$ cat src/rtl/ratio_mul_core.sv
// Ratio-scaling arithmetic core: restoring divider (IDLE/RUN FSM), serial-to-parallel
// shifter for the angle stream, and a sticky registered quotient*multi2 multiplier.
module ratio_mul_core #(
  parameter int DW = 26,
  parameter int VW = 14,
  parameter int SW = 10,
  parameter int MW = 13
) (
  input  logic               clk,
  input  logic               rst,
  input  logic               en,
  input  logic [DW-1:0]      dividend,
  input  logic [VW-1:0]      divisor,
  output logic [DW-1:0]      quotient,
  output logic               div_ok,
  input  logic               dext,
  output logic [SW-1:0]      dout,
  output logic               frame_ok,
  input  logic [MW-1:0]      multi2,
  output logic               mul_active,
  output logic [DW+MW-1:0]   product,
  output logic               dbg_state
);

  localparam int CW  = $clog2(DW);
  localparam int SCW = $clog2(SW);

  typedef enum logic {IDLE = 1'b0, RUN = 1'b1} state_t;

  state_t              r_state;
  logic [DW-1:0]       r_dvd;
  logic [VW-1:0]       r_dvs;
  logic [VW:0]         r_rem;
  logic [DW-1:0]       r_qs;
  logic [CW-1:0]       r_cnt;
  logic [DW-1:0]       r_quotient;
  logic                r_div_ok;

  logic [SW-1:0]       r_dout;
  logic [SCW-1:0]      r_scnt;
  logic                r_frame_ok;

  logic                r_mul_active;
  logic [DW+MW-1:0]    r_product;

  logic [VW:0]         w_rem_sh;
  logic                w_qbit;
  logic [VW:0]         w_rem_next;
  logic                w_last;

  // The true shifted remainder is {r_rem, bit}; a set r_rem[VW] already exceeds any divisor.
  assign w_rem_sh   = {r_rem[VW-1:0], r_dvd[DW-1]};
  assign w_qbit     = r_rem[VW] | (w_rem_sh >= {1'b0, r_dvs});
  assign w_rem_next = w_qbit ? (w_rem_sh - {1'b0, r_dvs}) : w_rem_sh;
  assign w_last     = (r_cnt == CW'(DW - 1));

  always_ff @(posedge clk or posedge rst) begin
    if (rst) begin
      r_state    <= IDLE;
      r_dvd      <= '0;
      r_dvs      <= '0;
      r_rem      <= '0;
      r_qs       <= '0;
      r_cnt      <= '0;
      r_quotient <= '0;
      r_div_ok   <= 1'b0;
    end else begin
      r_div_ok <= 1'b0;
      case (r_state)
        IDLE: begin
          if (en) begin
            r_dvd   <= dividend;
            r_dvs   <= divisor;
            r_rem   <= '0;
            r_qs    <= '0;
            r_cnt   <= '0;
            r_state <= RUN;
          end
        end
        RUN: begin
          if (en) begin
            r_rem <= w_rem_next;
            r_dvd <= {r_dvd[DW-2:0], 1'b0};
            r_qs  <= {r_qs[DW-2:0], w_qbit};
            r_cnt <= r_cnt + 1'b1;
            if (w_last) begin
              r_quotient <= {r_qs[DW-2:0], w_qbit};
              r_div_ok   <= 1'b1;
              r_state    <= IDLE;
            end
          end
        end
        default: r_state <= IDLE;
      endcase
    end
  end

  always_ff @(posedge clk or posedge rst) begin
    if (rst) begin
      r_dout     <= '0;
      r_scnt     <= '0;
      r_frame_ok <= 1'b0;
    end else begin
      r_frame_ok <= 1'b0;
      if (en) begin
        r_dout <= {r_dout[SW-2:0], dext};
        if (r_scnt == SCW'(SW - 1)) begin
          r_scnt     <= '0;
          r_frame_ok <= 1'b1;
        end else begin
          r_scnt <= r_scnt + 1'b1;
        end
      end
    end
  end

  // mul_active rises the edge after div_ok is seen, so the first product uses the fresh quotient.
  always_ff @(posedge clk or posedge rst) begin
    if (rst) begin
      r_mul_active <= 1'b0;
      r_product    <= '0;
    end else begin
      if (r_div_ok) r_mul_active <= 1'b1;
      if (r_mul_active) begin
        r_product <= {{MW{1'b0}}, r_quotient} * {{DW{1'b0}}, multi2};
      end
    end
  end

  assign quotient   = r_quotient;
  assign div_ok     = r_div_ok;
  assign dout       = r_dout;
  assign frame_ok   = r_frame_ok;
  assign mul_active = r_mul_active;
  assign product    = r_product;
  assign dbg_state  = r_state;

endmodule

$ cat config.mk
export PLATFORM = sky130hd
export DESIGN_NAME = ratio_mul_core
export DESIGN_NICKNAME = d
export VERILOG_FILES = /design/src/rtl/ratio_mul_core.sv
export SDC_FILE = /design/constraint.sdc
export NUM_CORES = 1
export LEC_CHECK = 0
export ABC_AREA = 1
export CORE_UTILIZATION = 66
export DETAILED_ROUTE_END_ITERATION = 12
export PLACE_DENSITY_LB_ADDON = 0.15
export SETUP_SLACK_MARGIN = 0.2
export SLEW_MARGIN = 15
export SYNTH_ARGS = -nofsm -noshare
export SYNTH_HDL_FRONTEND = slang
export SYNTH_SLANG_ARGS = --single-unit
$ cat constraint.sdc
create_clock -name clk -period 7.75 [get_ports clk]
set_clock_uncertainty 0.2 [all_clocks]
set_input_delay 0.775 -clock clk [delete_from_list [all_inputs] [get_ports clk]]
set_output_delay 0.775 -clock clk [all_outputs]
set_load 0.02 [all_outputs]
==> results.py <==
metrics = {
    "sta": {
        "rsz0062_at_grt": "false",
        "fmax_mhz": 155.6,
        "finalHoldViolCount": 0,
        "fin_tns_setup_ps": 0,
        "slew_headroom_pct": 23.48,
        "min_period_ps": 6426,
        "tightest_slew_ps": 1144,
        "slew_violations": 0,
        "setup_viol": 0,
        "layout_worst_path_cycle_share_pct": 82.92,
    },
    "global_routing": {
        "met1_usage_pct": 43.43,
        "grt_util_met2_pct": 62.38,
        "grt-ovfl-total": 0,
        "grt_max_degree": 112,
        "grt_antenna_before_repair": 1,
        "grt_usage_pct": 36.20,
        "grt_pass1_wl_mm": 80.90,
        "top_usage_layer": "met2",
        "groute.layer.met3.usage_pct": 7.163,
        "first_global_vias": 16630,
    },
    "cells_and_area": {
        "final_nets": 2925,
        "final_common_cell": "nand2_1",
        "drive_gt1_share_pct": 2.742,
        "final_core_util_pct": 74.81,
        "area_growth_syn_to_layout_pct": 11.45,
        "fillers": 2221,
        "mostFrequentLayoutCells": "nand2_1, inv_1, fa_1, dfrtp_1, clkdlybuf4s50_1",
    },
    "clock_network": {
        "numCtsBuffers": 17,
        "cts_sinks": 168,
        "cts_tree": "yes",
        "h-tree-depth": 4,
        "root_buffer": "clkbuf_16",
        "postCtsSetupBuffers": 0,
        "cts.reportedPaths.clkPinSlew_ps": 60,
        "cts_buffer_depth": 2,
        "cts_resized": 0,
        "clk_latency_ps": 440,
        "cts_hold_buf": 0,
    },
    "critical_path": {
        "endpoint_kind": "register",
        "path_delay_family": "adder cells",
        "crit_path_max_incr_delay_ps": 1230,
        "timing.rr.start": "quotient[7]$_DFFE_PP0P_",
        "path_buf_inv": 6,
        "start_kind": "primary input",
        "r2r_slack_ps": 2040,
        "cp_common_cell": "nand2_1",
        "cp.required_ps": 7870,
        "cp_slowest_cell": "clkdlybuf4s50_1",
        "worstPathCellList": "clkdlybuf4s50_1, buf_4, nand2_1, fa_1, fa_1, inv_1, fa_1, fa_1, inv_1, fa_1, inv_1, ha_1, nand2_1, inv_1, a21oi_1, nand3_1, nand2_1, nand2_1, nand2_1, nand3_1, nand3_1, nand2_1",
        "path_class": "in -> reg",
        "crit_arrival_ps": 6550,
        "crit_fanout": 19,
        "startpoint": "multi2[4]",
    },
    "yosys": {
        "postSynthCellCount": 2432,
        "synth_warnings": 0,
        "synth_area_um2": 18650,
        "yosysSeqAreaShare_pct": 22.54,
        "ys_types": 34,
        "ys_top_cells_by_area": "fa_1, dfrtp_1, nand2_1",
        "synth_largest_area_cell": "fa_1",
        "synth_top_area_share_pct": 28.45,
        "synth_area_per_cell_um2": 7.668,
        "synth_fp_nets": 2854,
        "ys_seq_elements": 168,
    },
    "drt": {
        "wire_per_inst_um": 16.54,
        "drtIter0Drc": 1104,
        "drt_first_pass_iters": 5,
        "vias_per_cell": 5.398,
        "detail-route-antenna-nets": 0,
        "vias": 15628,
        "wl_mm": 47.87,
        "post-route-drc-count": 0,
    },
    "status": {
        "status": "completed",
    },
    "floorplanning": {
        "num_io_pins": 136,
        "initial_core_util_pct": 67.13,
        "rows": 61,
        "die_area_um2": 28930,
        "coreArea_um2": 27780,
        "die_h_um": 170.1,
        "die_w_um": 170.1,
    },
    "pwr": {
        "peakVddDrop_v": 0.0002832,
        "leakagePower_nw": 11.79,
        "powerDensity_nw_per_um2": 403.7,
    },
    "placed_design": {
        "io_buffers": 135,
        "dp_hpwl_mm": 36.46,
        "gp_congestion": 0.9106,
    },
    "min_path": {
        "hold_class": "reg -> reg",
        "hp-start": "div_ok$_DFF_PP0_",
    },
    "flow_run": {
        "drv_cap": 0,
    },
}
==> sequential cells by signal (all words and copies together), names as in the netlist <==
signal      count
r_dvs          14
div_ok          1
frame_ok        1
dbg_state       1
r_qs           25
r_cnt           5
r_dvd          26
quotient       26
dout           10
r_scnt          4
r_rem          15
product        39
mul_active      1
==> cell usage after synthesis (all sizes together) <==
master	count
dfrtp	168
nor4	5
xor2	4
buf	11
or2	3
o21bai	4
clkbuf	92
nand3	76
o221ai	21
nand2	783
o211ai	5
o22ai	25
inv	615
nor3	6
ha	100
nor3b	2
nand4	6
nor2	67
fa	265
xnor2	24
nand3b	12
a21oi	54
o21ai	84
==> final cells by class <==
cell class              count  area [um2]  share of cell area, %
clock inverters            15       138.9                 0.6682
flip-flops and latches    168        4204                  20.23
repair buffers            155        1491                  7.176
inverters                 615        2313                  11.13
multi-input cells        1546       11740                  56.46
well taps                 378       473.0                  2.276
clock buffers              17       425.4                  2.047
diodes                      1       2.502                0.01204
==> final timing paths <==
kind,cells after the start,end
max,22,product[37]$_DFFE_PP0P_
min,1,mul_active$_DFFE_PP0P_
max reg2reg,20,product[37]$_DFFE_PP0P_
min reg2reg,1,mul_active$_DFFE_PP0P_
max in group asynchronous,3,quotient[25]$_DFFE_PP0P_
min in group asynchronous,2,dout[6]$_DFFE_PP0P_
==> per-layer routing <==
metal	up-vias	share of wire [%]
met5	-	0
met4	0	4.0
met3	148	7.4
met2	587	50
met1	7627	39
li1	7266	-
==> power breakdown <==
group          internal (mW)  switching, mW
Clock                  0.423          0.403
Sequential              1.19          0.445
Combinational           2.30           3.63
Total                   3.91           4.48
==> worst register-to-register path, stage by stage (launching register included) <==
cell and delay, ps:
dfrtp_1 1020, nand2_1 190, fa_1 560, fa_1 540, inv_1 60, fa_1 520, fa_1 500, inv_1 60
fa_1 480, inv_1 50, ha_1 350, nand2_1 110, inv_1 50, a21oi_1 200, nand3_1 160, nand2_1 80
nand2_1 100, nand2_1 120, nand3_1 80, nand3_1 120, nand2_1 60
==> through the flow <==
stage	cells	hold slack (ps)	setup slack (ps)	cell area [um2]	power, mW
after global placement	2862	237.4	974.0	20220	7.374
after floorplan	2432	221.3	2228	18650	5.697
after CTS	2894	269.4	1416	20790	8.430
after global routing	2894	289.3	990.8	20780	9.325
after detailed placement	2862	247.0	973.5	20220	7.543
final	2895	263.5	1324	20780	8.391
==> cells by family after synthesis <==
family | count (synthesis) | synth area share [%]
adder cells (fa/ha/maj) | 365 | 35.16
AND/OR/NAND/NOR | 960 | 20.48
AO/OA/AOI/OAI | 193 | 5.951
XOR/XNOR | 28 | 1.315
buffers and inverters | 718 | 14.56
flip-flops | 168 | 22.54
(Power assumes the default switching activity.)
